### src/rtl/fifo_wr_pkg.sv
// Shared definitions for the async-FIFO write-side producer: state encodings,
// the frame-count width helper and the default data width.
package fifo_wr_pkg;

    localparam int unsigned DefDataW = 8;

    localparam logic [1:0] EncIdle = 2'd0;
    localparam logic [1:0] EncBody = 2'd1;
    localparam logic [1:0] EncPad  = 2'd2;

    typedef enum logic [1:0] {
        StIdle = EncIdle,
        StBody = EncBody,
        StPad  = EncPad
    } wr_state_e;

    // Bits needed to count 0..min_len, never less than one.
    function automatic int unsigned cnt_width(input int unsigned min_len);
        int unsigned w;
        w = $clog2(min_len + 1);
        return (w < 1) ? 1 : w;
    endfunction

endpackage

### src/rtl/fifo_wr_skid.sv
// Two-entry valid/ready skid buffer carrying a {last, data} payload.
// Entry 0 is the output entry; entry 1 only fills when entry 0 is held.
module fifo_wr_skid #(
    parameter int unsigned DataW = 8
) (
    input  logic             clk_i,
    input  logic             rst_ni,
    input  logic             in_valid_i,
    input  logic [DataW-1:0] in_data_i,
    input  logic             in_last_i,
    output logic             in_ready_o,
    output logic             out_valid_o,
    output logic [DataW-1:0] out_data_o,
    output logic             out_last_o,
    input  logic             out_ready_i,
    output logic [1:0]       occ_o
);

    logic             v0_q, v0_d, v1_q, v1_d;
    logic [DataW:0]   p0_q, p0_d, p1_q, p1_d;
    logic             push, pop;

    assign push = in_valid_i & ~v1_q;
    assign pop  = out_ready_i & v0_q;

    always_comb begin
        v0_d = v0_q;
        v1_d = v1_q;
        p0_d = p0_q;
        p1_d = p1_q;
        if (pop) begin
            v0_d = v1_q;
            p0_d = p1_q;
            v1_d = 1'b0;
        end
        // After a pop the output slot may be free again, so test the next-state valid.
        if (push) begin
            if (!v0_d) begin
                v0_d = 1'b1;
                p0_d = {in_last_i, in_data_i};
            end else begin
                v1_d = 1'b1;
                p1_d = {in_last_i, in_data_i};
            end
        end
    end

    always_ff @(posedge clk_i or negedge rst_ni) begin
        if (!rst_ni) begin
            v0_q <= 1'b0;
            v1_q <= 1'b0;
            p0_q <= '0;
            p1_q <= '0;
        end else begin
            v0_q <= v0_d;
            v1_q <= v1_d;
            p0_q <= p0_d;
            p1_q <= p1_d;
        end
    end

    assign in_ready_o  = ~v1_q;
    assign out_valid_o = v0_q;
    assign out_data_o  = p0_q[DataW-1:0];
    assign out_last_o  = p0_q[DataW];
    assign occ_o       = {1'b0, v0_q} + {1'b0, v1_q};

endmodule

### src/rtl/fifo_wr_source.sv
// Write-domain frame producer for the async FIFO: skid-buffered stream in, short frames
// padded to MIN_LEN. Optional FIFO_WR_SRC_STATS_EN adds Frame_cnt/Stall_cnt outputs.
module fifo_wr_source
    import fifo_wr_pkg::*;
#(
    parameter int unsigned       DATA_W   = DefDataW,
    parameter int unsigned       MIN_LEN  = 4,
    parameter logic [DATA_W-1:0] PAD_WORD = '0
) (
    input  logic              Wclk,
    input  logic              Wrst,
    input  logic              In_valid,
    input  logic [DATA_W-1:0] In_data,
    input  logic              In_last,
    output logic              In_ready,
    input  logic              Wfull,
    output logic              Winc,
    output logic [DATA_W-1:0] Wdata,
    output logic              Busy,
`ifdef FIFO_WR_SRC_STATS_EN
    output logic [15:0]       Frame_cnt,
    output logic [15:0]       Stall_cnt,
`endif
    output logic              Frame_done
);

    localparam int unsigned     CntW   = cnt_width(MIN_LEN);
    localparam logic [CntW:0]   MinLen = (CntW + 1)'(MIN_LEN);

    wr_state_e         state_q, state_d;
    logic [CntW-1:0]   cnt_q, cnt_d;
    logic [CntW:0]     cnt_inc;
    logic              in_ready_q, in_ready_d;
    logic              done_q, done_d;

    logic              skid_push, skid_last, skid_space, skid_out_last, pop, accept;
    logic [DATA_W-1:0] skid_data;
    logic [1:0]        skid_occ, occ_nxt;

    assign accept  = In_valid & in_ready_q;
    assign pop     = Winc & ~Wfull;
    assign cnt_inc = {1'b0, cnt_q} + (CntW + 1)'(1);

    always_comb begin
        state_d   = state_q;
        cnt_d     = cnt_q;
        skid_push = 1'b0;
        skid_data = In_data;
        skid_last = In_last;
        unique case (state_q)
            StIdle, StBody: begin
                if (accept) begin
                    skid_push = 1'b1;
                    if (In_last) begin
                        if (cnt_inc < MinLen) begin
                            // Short frame: the pad run carries the last tag instead.
                            skid_last = 1'b0;
                            state_d   = StPad;
                            cnt_d     = cnt_inc[CntW-1:0];
                        end else begin
                            state_d = StIdle;
                            cnt_d   = '0;
                        end
                    end else begin
                        state_d = StBody;
                        if (cnt_inc <= MinLen) cnt_d = cnt_inc[CntW-1:0];
                    end
                end
            end
            StPad: begin
                skid_data = PAD_WORD;
                skid_last = 1'b0;
                if (skid_space) begin
                    skid_push = 1'b1;
                    if (cnt_inc >= MinLen) begin
                        skid_last = 1'b1;
                        state_d   = StIdle;
                        cnt_d     = '0;
                    end else begin
                        cnt_d = cnt_inc[CntW-1:0];
                    end
                end
            end
            default: state_d = StIdle;
        endcase
    end

    // Ready is registered, so it looks ahead at next-cycle occupancy and state.
    always_comb begin
        occ_nxt    = skid_occ + {1'b0, skid_push} - {1'b0, pop};
        in_ready_d = (occ_nxt < 2'd2) && (state_d != StPad);
        done_d     = pop & skid_out_last;
    end

    always_ff @(posedge Wclk or negedge Wrst) begin
        if (!Wrst) begin
            state_q    <= StIdle;
            cnt_q      <= '0;
            in_ready_q <= 1'b0;
            done_q     <= 1'b0;
        end else begin
            state_q    <= state_d;
            cnt_q      <= cnt_d;
            in_ready_q <= in_ready_d;
            done_q     <= done_d;
        end
    end

    fifo_wr_skid #(
        .DataW (DATA_W)
    ) u_skid (
        .clk_i       (Wclk),
        .rst_ni      (Wrst),
        .in_valid_i  (skid_push),
        .in_data_i   (skid_data),
        .in_last_i   (skid_last),
        .in_ready_o  (skid_space),
        .out_valid_o (Winc),
        .out_data_o  (Wdata),
        .out_last_o  (skid_out_last),
        .out_ready_i (~Wfull),
        .occ_o       (skid_occ)
    );

    assign In_ready   = in_ready_q;
    assign Busy       = (state_q != StIdle) || (skid_occ != 2'd0);
    assign Frame_done = done_q;

`ifdef FIFO_WR_SRC_STATS_EN
    logic [15:0] frame_cnt_q, frame_cnt_d, stall_cnt_q, stall_cnt_d;

    always_comb begin
        frame_cnt_d = frame_cnt_q + (done_q ? 16'd1 : 16'd0);
        stall_cnt_d = stall_cnt_q;
        if (Winc && Wfull && (stall_cnt_q != 16'hFFFF)) stall_cnt_d = stall_cnt_q + 16'd1;
    end

    always_ff @(posedge Wclk or negedge Wrst) begin
        if (!Wrst) begin
            frame_cnt_q <= '0;
            stall_cnt_q <= '0;
        end else begin
            frame_cnt_q <= frame_cnt_d;
            stall_cnt_q <= stall_cnt_d;
        end
    end

    assign Frame_cnt = frame_cnt_q;
    assign Stall_cnt = stall_cnt_q;
`endif

endmodule

### config.mk
export PLATFORM = sky130hd
export DESIGN_NAME = fifo_wr_source
export DESIGN_NICKNAME = d
export VERILOG_FILES = /design/src/rtl/fifo_wr_pkg.sv /design/src/rtl/fifo_wr_skid.sv /design/src/rtl/fifo_wr_source.sv
export SDC_FILE = /design/constraint.sdc
export NUM_CORES = 1
export LEC_CHECK = 0
export ABC_AREA = 1
export BUFFER_PORTS_ARGS = -buffer_cell sky130_fd_sc_hd__buf_2
export CAP_MARGIN = 20
export CORE_MARGIN = 2
export CORE_UTILIZATION = 30
export CTS_BUF_LIST = sky130_fd_sc_hd__clkbuf_8
export DETAILED_ROUTE_END_ITERATION = 10
export HOLD_SLACK_MARGIN = 0.15
export PLACE_DENSITY = 0.54
export SYNTH_ARGS = -nofsm -noshare
export SYNTH_HDL_FRONTEND = slang
export SYNTH_SLANG_ARGS = --single-unit
### constraint.sdc
create_clock -name Wclk -period 1.9 [get_ports Wclk]
set_input_delay 0.19 -clock Wclk [delete_from_list [all_inputs] [get_ports Wclk]]
set_output_delay 0.19 -clock Wclk [all_outputs]
set_load 0.02 [all_outputs]
Word-level counts from Yosys, hierarchy flattened. Index checks and enable logic that the tools add are counted. W data, S select, Z words.

$add $sub $neg: 4. Multipliers: 0. Divide/modulo/power cells: 0. Order comparisons: 4. Eq/ne operators: 6. Shift-type cells: 0. Muxes and demuxes: 31. Bitwise operators: 6. Reduce and logical (&&, ||, !) cells: 9.

Operators by type and width (count): $mux W9 (3); $mux W3 (6); $mux W1 (12); $mux W2 (5); $mux W8 (1); $ne A2 B2 Y1 const B (3); $pmux W3 S2 (1); $reduce_bool A2 Y1 (3); $add A3 B1 Y4 const B (1); $and A1 B1 Y1 (4); $ge A4 B3 Y1 const B (1); $le A4 B3 Y1 const B (1); $lt A4 B3 Y1 const B (1); $pmux W1 S2 (2); $pmux W2 S2 (1); $reduce_and A4 Y1 (1); $ne A3 B3 Y1 const B (1); $add A1 B1 Y2 (1); $add A2 B1 Y2 (1); $eq A2 B1 Y1 const B (1); $eq A2 B2 Y1 const B (1); $logic_not A2 Y1 (1); $lt A2 B2 Y1 const B (1); $not A1 Y1 (2); other kinds (5) (5).

Flip-flop bits (word level): 27. Latch bits: 0. Bits in writable memories: 0. Bits in read-only memories: 0. Input bits: 13. Output and inout port bits: 12. Word-level logic and storage cells: 68. Memories: 0.

Longest topological paths before layout. Gate-level depths: netlist of run 1.

Word-level depth: 8. Gate-level depth with buffers: 10. Mapped depth without buffers: 10.

By module. Synthesis of run 1 repeated with hierarchy kept, for this count alone.

Cell total of the unflattened synthesis: 203. Area total of the unflattened synthesis: 1541.5 um^2.

Modules (own cells, without submodules): fifo_wr_skid (times used 1, cells each 119, area each 996.0 um^2, sequential area each 500.5 um^2); fifo_wr_source (times used 1, cells each 84, area each 545.5 um^2, sequential area each 175.2 um^2).

Worst setup path before layout of run 1. No wires, ideal clock.

Kind: register to register. Start point: register u_skid.v0_q (netlist: u_skid.out_valid_o). End point: register in_ready_q (netlist: In_ready). Setup time: 116 ps. Arrival: 1468 ps. Data required time: 1784 ps. Setup slack: 317 ps. Cell stages (with the launch flop): 10. Path buffers: 0. Clock period less this slack: 1583 ps. Cell sequence: dfrtp_1 -> inv_1 -> ha_1 -> inv_1 -> ha_1 -> xnor2_1 -> nand3b_1 -> nand2_1 -> inv_1 -> nor2_1.

Longest elaborated chain between the ends: 5. Elaborated cells on any way between the ends: 6. Those cells by class: add/sub (3); order compare (1); bitwise (1); reduce/logical (1).

Ends and longest elaborated chain: start, declared (line fifo_wr_skid.sv:19) `logic v0_q, v0_d, v1_q, v1_d;`; start signal, assigned (line fifo_wr_skid.sv:55) `v0_q <= v0_d;`; $add A1 B1 Y2 (line fifo_wr_skid.sv:66) `assign occ_o = {1'b0, v0_q} + {1'b0, v1_q};`; $add A2 B1 Y2 (line fifo_wr_source.sv:90) `occ_nxt = skid_occ + {1'b0, skid_push} - {1'b0, pop};`; $sub A2 B1 Y2 * (line fifo_wr_source.sv:90); $lt A2 B2 Y1 * (line fifo_wr_source.sv:91) `in_ready_d = (occ_nxt < 2'd2) && (state_d != StPad);`; $logic_and A1 B1 Y1 * (line fifo_wr_source.sv:91); named net in_ready_d (line fifo_wr_source.sv:33) `logic in_ready_q, in_ready_d;`; end signal, assigned (line fifo_wr_source.sv:104) `in_ready_q <= in_ready_d;`; end, declared (line fifo_wr_source.sv:33).

The timed path passes the listed nets; every way through them passes the cells marked *. A chain may end at the register's enable or synchronous reset.

Worst setup path after layout of run 1.
Start point: register u_skid.v1_q. End point: register in_ready_q (netlist: In_ready).

Longest elaborated chain between the ends: 6. Elaborated cells on any way between the ends: 10. Those cells by class: add/sub (3); order compare (1); eq/ne (1); mux (4); reduce/logical (1).

Ends and longest elaborated chain: start, declared (line fifo_wr_skid.sv:19); start signal, assigned (line fifo_wr_skid.sv:56) `v1_q <= v1_d;`; $mux W1 (line fifo_wr_source.sv:73) `if (skid_space) begin`; $pmux W1 S2 (line fifo_wr_source.sv:50) `unique case (state_q)`; $add A2 B1 Y2 (line fifo_wr_source.sv:90); $sub A2 B1 Y2 (line fifo_wr_source.sv:90); $lt A2 B2 Y1 (line fifo_wr_source.sv:91); $logic_and A1 B1 Y1 * (line fifo_wr_source.sv:91); named net in_ready_d (line fifo_wr_source.sv:33).

Marked as above.

==> run summary, run 1 <==
status = complete, no violations
Worst Path Max Fanout = 7
Starting Density = 31.39%
Final min period = 1.552 ns
Synth area leader = dfrtp_1
first drt pass iteration count = 4
H-tree levels = 1
number of flops mapped to enable cells by yosys = 0
setup TNS = 0 ns
Chip Width = 74.54 um
Skew-Pair Late Insertion Delay = 0.27 ns
grt ovf = 0
Root Buffer = clkbuf_8
worst path arrival time = 1.73 ns
Highest Signal Layer = met4
vias after detailed routing = 1,179
# nets final = 229
Crit Path Category = reg2reg
TritonCTS Sinks = 27
WL per Instance = 10.80 um
CTS tree = yes
Die Ht = 74.54 um
Via density = 4.241
vias in the first global route = 1,099
# Max-Cap Violations = 0
DRC Markers = 0
WL met1 = 1518 um
Reg-to-Reg Start = u_skid.v1_q$_DFF_PN0_
WHS = 0.1707 ns
Max Clk Rate = 644.2 MHz
Slowest-stage cell, CP = dfrtp_1
syn nets = 200
Ports = 25
GPL Wtd Cong = 0.7668
PwrDens = 1567 mW/mm^2
count leader, synth = nand2_1
Area Overhead vs Synth = 17.10%
die area = 0.005555 sq mm
HP Class = in2reg
initial antenna violation count = 0
Max IR drop VDD = 0.5652 mV
clock-pin slew on the worst setup and hold paths = 0.10 ns
first-pass GRT wire length = 5016 um
met2 wire len = 1378 um
Synth top area share = 45.26%
slew margin rel. = 58.58%
metal3 WL = 93 um
Synth cell types = 23
synth cell count leaders = nand2_1 (65), dfrtp_1 (27), inv_1 (21)
FF+latch count, synth = 27
core area = 0.004755 sq mm
Setup Viol. Count Final = 0
post-CTS resize count = 0
ys async rst share = 100.0%
cell area after synthesis = 0.001493 sq mm
Pins Over Slew Limit = 0
Synth Warn # = 0
# diodes = 0
Leak = 0.9434 nW
Critical Path Max Stage Delay = 0.42 ns
Final Hold Vio Count = 0
CP startpoint = u_skid.v1_q$_DFF_PN0_
Routed WL = 3003 um
post-synthesis cell count = 183
layout cell share with drive strength beyond 1 = 27.49%
largest net degree at the start of global routing = 28
worst clock skew = 0.005826 ns
Post-synth top flop = dfrtp_1
Routed Antenna Nets = 0
total CTS buffers = 3
Synth area leaders = dfrtp_1 (45%), nand2_1 (16%), inv_1 (5.3%), o21ai_2 (5.3%), o21ai_0 (4.0%)
DRT iter0 DRCs = 50
Required @ worst endpoint = 2.07 ns
period utilization = 81.70%
Worst setup EP type = flip-flop
gr usage total = 11.60%
Worst Tran Pin Value = 0.6213 ns
sequential area share after synthesis = 45.26%
DP HPWL = 2167 um
CP Launch Type = flip-flop
PortBufs = 24
site row count = 25
RSZ-0062 raised after global routing = no
Avg Cell Area, Syn = 8.157 sq um
hold path start = In_last
crit path cell chain = inv_4, ha_1, inv_1, ha_1, xnor2_1, nand3b_1, nand2_1, inv_1, nor2_1
CTS max path bufs = 2
state kept, by name (all words and copies together) (netlist names):
signal	cells
In_ready	1
u_skid.out_valid_o	1
state_q	2
cnt_q	3
u_skid.v1_q	1
Frame_done	1
u_skid.p0_q	9
u_skid.p1_q	9
worst paths after layout:
| kind | cells past startpoint | end | slack, ns |
|---|---|---|---|
| worst max-delay path | 9 | In_ready$_DFF_PN0_ | 0.35 |
| worst min-delay path | 3 | state_q[1]$_DFF_PN0_ | 0.17 |
| worst max register to register | 9 | In_ready$_DFF_PN0_ | 0.35 |
| worst min register to register | 2 | u_skid.p1_q[0]$_DFFE_PN0P_ | 0.50 |
| max in group asynchronous | 2 | cnt_q[2]$_DFFE_PN0P_ | 1.04 |
| min in group asynchronous | 2 | u_skid.p0_q[5]$_DFF_PN0_ | 0.45 |
routing by layer:
metal | GRT usage [%] | up-vias
li1 | - | 627
met1 | 16.36 | 533
met2 | 18.98 | 17
met3 | 1.762 | 2
met4 | 2.381 | 0
met5 | 0 | -
area by class of cell:
| class | instances | area, sq um |
|---|---|---|
| Tap cell | 67 | 83.83 |
| Timing Repair Buffer | 26 | 137.6 |
| Inverter | 25 | 103.9 |
| Clock inverter | 1 | 7.507 |
| Clock buffer | 3 | 41.29 |
| Multi-Input combinational cell | 129 | 698.2 |
| Fill cell | 517 | 3007 |
| Sequential cell | 27 | 675.6 |
placed cells by master (no fill, tap or decap), types with 2 or more instances in the layout:
| master | n |
|---|---|
| o21ai_2 | 9 |
| clkbuf_8 | 3 |
| inv_1 | 21 |
| buf_2 | 24 |
| nand2_2 | 9 |
| ha_1 | 4 |
| dfrtp_1 | 27 |
| nand2_4 | 2 |
| a21oi_1 | 3 |
| nor2_1 | 8 |
| nand3_1 | 10 |
| nand2_1 | 65 |
| inv_4 | 2 |
| o21ai_0 | 12 |
what timing repair did:
item / 4_1_cts / 5_1_grt
hold endpoints to repair: 27 / 0
setup endpoints to repair: 0 / 0
hold buffers: 1 / 0
setup buffers: 0 / 0
per-stage QoR:
step	total power [mW]	util [%]	instance area, sq um	worst slack [ns]	std cells
floorplan	2.093	-	1493	0.3166	183
global route	2.999	36.76	1748	0.2440	278
global placement	2.412	35.53	1689	0.4109	273
CTS	2.786	36.76	1748	0.3236	278
detailed placement	2.431	35.53	1689	0.3384	273
finish	2.738	36.76	1748	0.3478	278
kinds of logic after synthesis:
group | share of synthesized area, %
and+or+nand+nor | 31.43
buffers and inverters | 7.963
xor gates and xnor gates | 0.5869
DFF | 45.26
AOI/OAI and AO/OA | 11.40
adders and majority gates | 3.353
report_power, final:
group	switching, mW	internal, mW	leakage [nW]	total (mW)
Sequential	0.148	0.826	0.341	0.975
Clock	0.194	0.149	0.0217	0.343
Combinational	0.925	0.495	0.580	1.42
critical path, delay by kind of cell, from the launching register on:
| kind | cells | cell delay, ns |
|---|---|---|
| xor gates and xnor gates | 1 | 0.18 |
| adders and majority gates | 2 | 0.48 |
| and+or+nand+nor | 3 | 0.21 |
| buffers and inverters | 3 | 0.18 |
| DFF | 1 | 0.42 |
Power figures use the tool's default switching activity.
==> run 2, diff against run 1 <==
- PLACE_DENSITY: 0.54 -> 0.56
- clock period: 1.9 -> 1.25 ns (I/O delays scaled with it)
==> run 2 against run 1 <==
  * The flow now finishes with violations (negative setup slack)
  * Power grew 100%
  * Die area did not move
  * Combinational power increased by 150%
  * Sequential share of layout area is 10 points lower
  * Wire length grew 16%
  * Clock skew fell by 0.0033 ns
  * Clock power rose by 55%
  * Worst setup slack got worse by 0.52 ns
  * Largest cell class unchanged
  * Highest routed layer unchanged
==> run summary, run 2 (same netlist as run 1, synthesis figures left out) <==
status = complete, but fails checks
violated checks = negative setup slack
HP Class = in2reg
Die Ht = 74.54 um (unchanged)
Crit Path Category = reg2reg
cell-internal power = 3.096 mW (+110%)
clock-pin slew on the worst setup and hold paths = 0.10 ns (about the same)
site row count = 25 (unchanged)
setup TNS = -2.158 ns (-2.158 ns)
Chip Width = 74.54 um (unchanged)
PwrDens = 2351 mW/mm^2 (+50%)
core area = 0.004755 sq mm (unchanged)
die area = 0.005555 sq mm (unchanged)
Max IR drop VDD = 0.9209 mV (+63%)
delay-heaviest family, CP = flip-flops
CTS tree = yes
Inst Count DP = 297 (+8.8%)
CTS max path bufs = 2 (unchanged)
post-route insts no fill = 317 (+14%)
Via density = 4.262 (+0.49%)
Area Overhead vs Synth = 58.59%
Final min period = 1.417 ns (-0.1349 ns)
TritonCTS Sinks = 27 (unchanged)
gr busiest metal = met2
most common cell after layout, fill and taps aside = nand2_1
Clock power frac = 9.6% (-2.9 points)
Skew-Pair Late Insertion Delay = 0.28 ns (about the same)
vias in the first global route = 1,287 (+17%)
largest net degree at the start of global routing = 17 (-39%)
hold depth = 5 (+2)
Critical Path Max Stage Delay = 0.40 ns (-0.02 ns)
Root Buffer = clkbuf_8
first-pass GRT wire length = 5616 um (+12%)
Max Clk Rate = 705.5 MHz (+9.5%)
Ports = 25 (unchanged)
fillers = 468 (-9.5%)
worst path arrival time = 1.60 ns (-0.13 ns)
worst clock skew = 0.002527 ns (-0.003298 ns)
Leak = 1.202 nW (+27%)
Routed Antenna Nets = 0 (unchanged)
final core utilization = 49.79% (+13 points)
WL per Instance = 11.00 um (+1.8%)
# Max-Cap Violations = 0 (unchanged)
Setup Viol. Count Final = 23 (+23)
Worst Path Max Fanout = 6 (-1)
Slowest-stage cell, CP = dfrtp_1
most frequent cells in the layout = nand2_1 (51), dfrtp_1 (25), buf_2 (23)
period utilization = 113.4% (+32 points)
Worst setup EP type = flip-flop
GPL Wtd Cong = 0.7831 (+2.1%)
initial antenna violation count = 0 (unchanged)
crit path cell chain = inv_4, buf_6, a21oi_4, clkinv_4, nor2_8, inv_8, nand2_2, o21ai_2
biggest regs = u_skid.p0_q: 9 flops, u_skid.p1_q: 9 flops, cnt_q: 3 flops
R2R Setup Slk = -0.17 ns (-0.52 ns)
worst setup margin = -0.1674 ns (-0.5151 ns)
H-tree levels = 1 (unchanged)
total CTS buffers = 3 (unchanged)
Starting Density = 31.39% (unchanged)
DRC Markers = 0 (unchanged)
met3 GRT Util = 1.762% (unchanged)
DRT iter0 DRCs = 25 (-50%)
# nets final = 268 (+17%)
CP Launch Type = flip-flop
Reg power frac = 27.2% (-8.4 points)
Worst Tran Pin Value = 0.3534 ns (-0.2679 ns)
slew margin rel. = 76.44% (+18 points)
total power = 5.565 mW (+100%)
vias after detailed routing = 1,351 (+15%)
Routed WL = 3487 um (+16%)
# diodes = 0 (unchanged)
Final Hold Vio Count = 0 (unchanged)
grt ovf = 0 (unchanged)
CP Buf/Inv Count = 4 (+1)
CP Depth = 8 (-1)
layout cell share with drive strength beyond 1 = 50.80% (+23 points)
met1 Track Usage GR = 18.09% (+1.7 points)
gr usage total = 13.04% (+1.4 points)
net switching power = 2.470 mW (+95%)
Reg2Reg Depth = 8 (-1)
first drt pass iteration count = 4 (unchanged)
Pins Over Slew Limit = 0 (unchanged)
DP HPWL = 2370 um (+9.4%)
Required @ worst endpoint = 1.43 ns (-0.64 ns)
met2 Usage GRT = 21.63% (+2.7 points)
Net Sw Frac = 44.37% (-1.9 points)
PortBufs = 24 (unchanged)
Combinational Power Share = 63.3% (+11 points)
RSZ-0062 raised after global routing = yes
[run 2: cell types whose count changed in the layout (fill, tap and decap cells not counted), sizes merged]
cell	change
buf	+30
clkinv	+1
dlygate4sd3	+7
nor2	+1
[run 2: power groups by stage]
| stage | Clock [mW] | Combinational [mW] | Sequential (mW) |
|---|---|---|---|
| 4_1_cts | 0.549 | 3.11 | 1.49 |
| 5_1_grt | 0.578 | 3.90 | 1.55 |
| 3_3_place_gp | 0 | 2.80 | 1.48 |
| 3_5_place_dp | 0 | 2.81 | 1.50 |
| 6_report | 0.532 | 3.52 | 1.51 |
| 2_1_floorplan | 0 | 1.63 | 1.67 |
[run 2: layout make-up]
| class | instances | area (sq um) | area share, % |
|---|---|---|---|
| Timing Repair inverter | 1 | 6.256 | 0.2643 |
| Clock inverter | 1 | 7.507 | 0.3171 |
| Inverter | 25 | 111.4 | 4.704 |
| Tap cell | 67 | 83.83 | 3.541 |
| Multi-Input combinational cell | 130 | 913.4 | 38.58 |
| Sequential cell | 27 | 678.2 | 28.65 |
| Clock buffer | 3 | 41.29 | 1.744 |
| Timing Repair Buffer | 63 | 525.5 | 22.20 |
[run 2: stage by stage]
stage	worst slack [ns]	cell area [sq um]	hold WS, ns
finish	-0.1674	2367	0.1573
global route	-0.2232	2367	0.1698
floorplan	-0.1907	1534	-0.1706
CTS	-0.1442	2170	0.1534
detailed placement	-0.1470	1948	0.05607
global placement	-0.1311	1948	0.04841
[run 2: worst min-delay path: stages]
cell and delay [ns]:
buf_2 0.09, inv_1 0.04, nor2_1 0.05, nand2_2 0.06
nand2_1 0.04
[run 2: repair_timing]
| action | 4_1_cts | 5_1_grt |
|---|---|---|
| gates cloned | 1 | 1 |
| hold endpoints to repair | 39 | 0 |
| resized for setup | 20 | 47 |
| pin swaps | 5 | 14 |
| buffers inserted | 3 | 4 |
| hold buffers | 8 | 0 |
| setup endpoints to repair | 25 | 25 |
[run 2: path summary, 6_finish.rpt]
| path | start | to |
|---|---|---|
| max in group asynchronous | Wrst | cnt_q[2]$_DFFE_PN0P_ |
| max reg2reg | u_skid.v1_q$_DFF_PN0_ | u_skid.p1_q[4]$_DFFE_PN0P_ |
| min in group asynchronous | Wrst | state_q[0]$_DFF_PN0_ |
| min reg2reg | u_skid.p1_q[8]$_DFFE_PN0P_ | u_skid.p1_q[8]$_DFFE_PN0P_ |
| max | u_skid.v1_q$_DFF_PN0_ | u_skid.p1_q[4]$_DFFE_PN0P_ |
| min | In_data[5] | u_skid.p0_q[5]$_DFF_PN0_ |
[run 2: layer usage]
| metal | vias up | wire, um | part of all wire (%) |
|---|---|---|---|
| li1 | 713 | - | - |
| met1 | 613 | 1612 | 46 |
| met2 | 21 | 1743 | 50 |
| met3 | 4 | 105 | 3.0 |
| met4 | 0 | 26 | 0.75 |
| met5 | - | 0 | 0 |
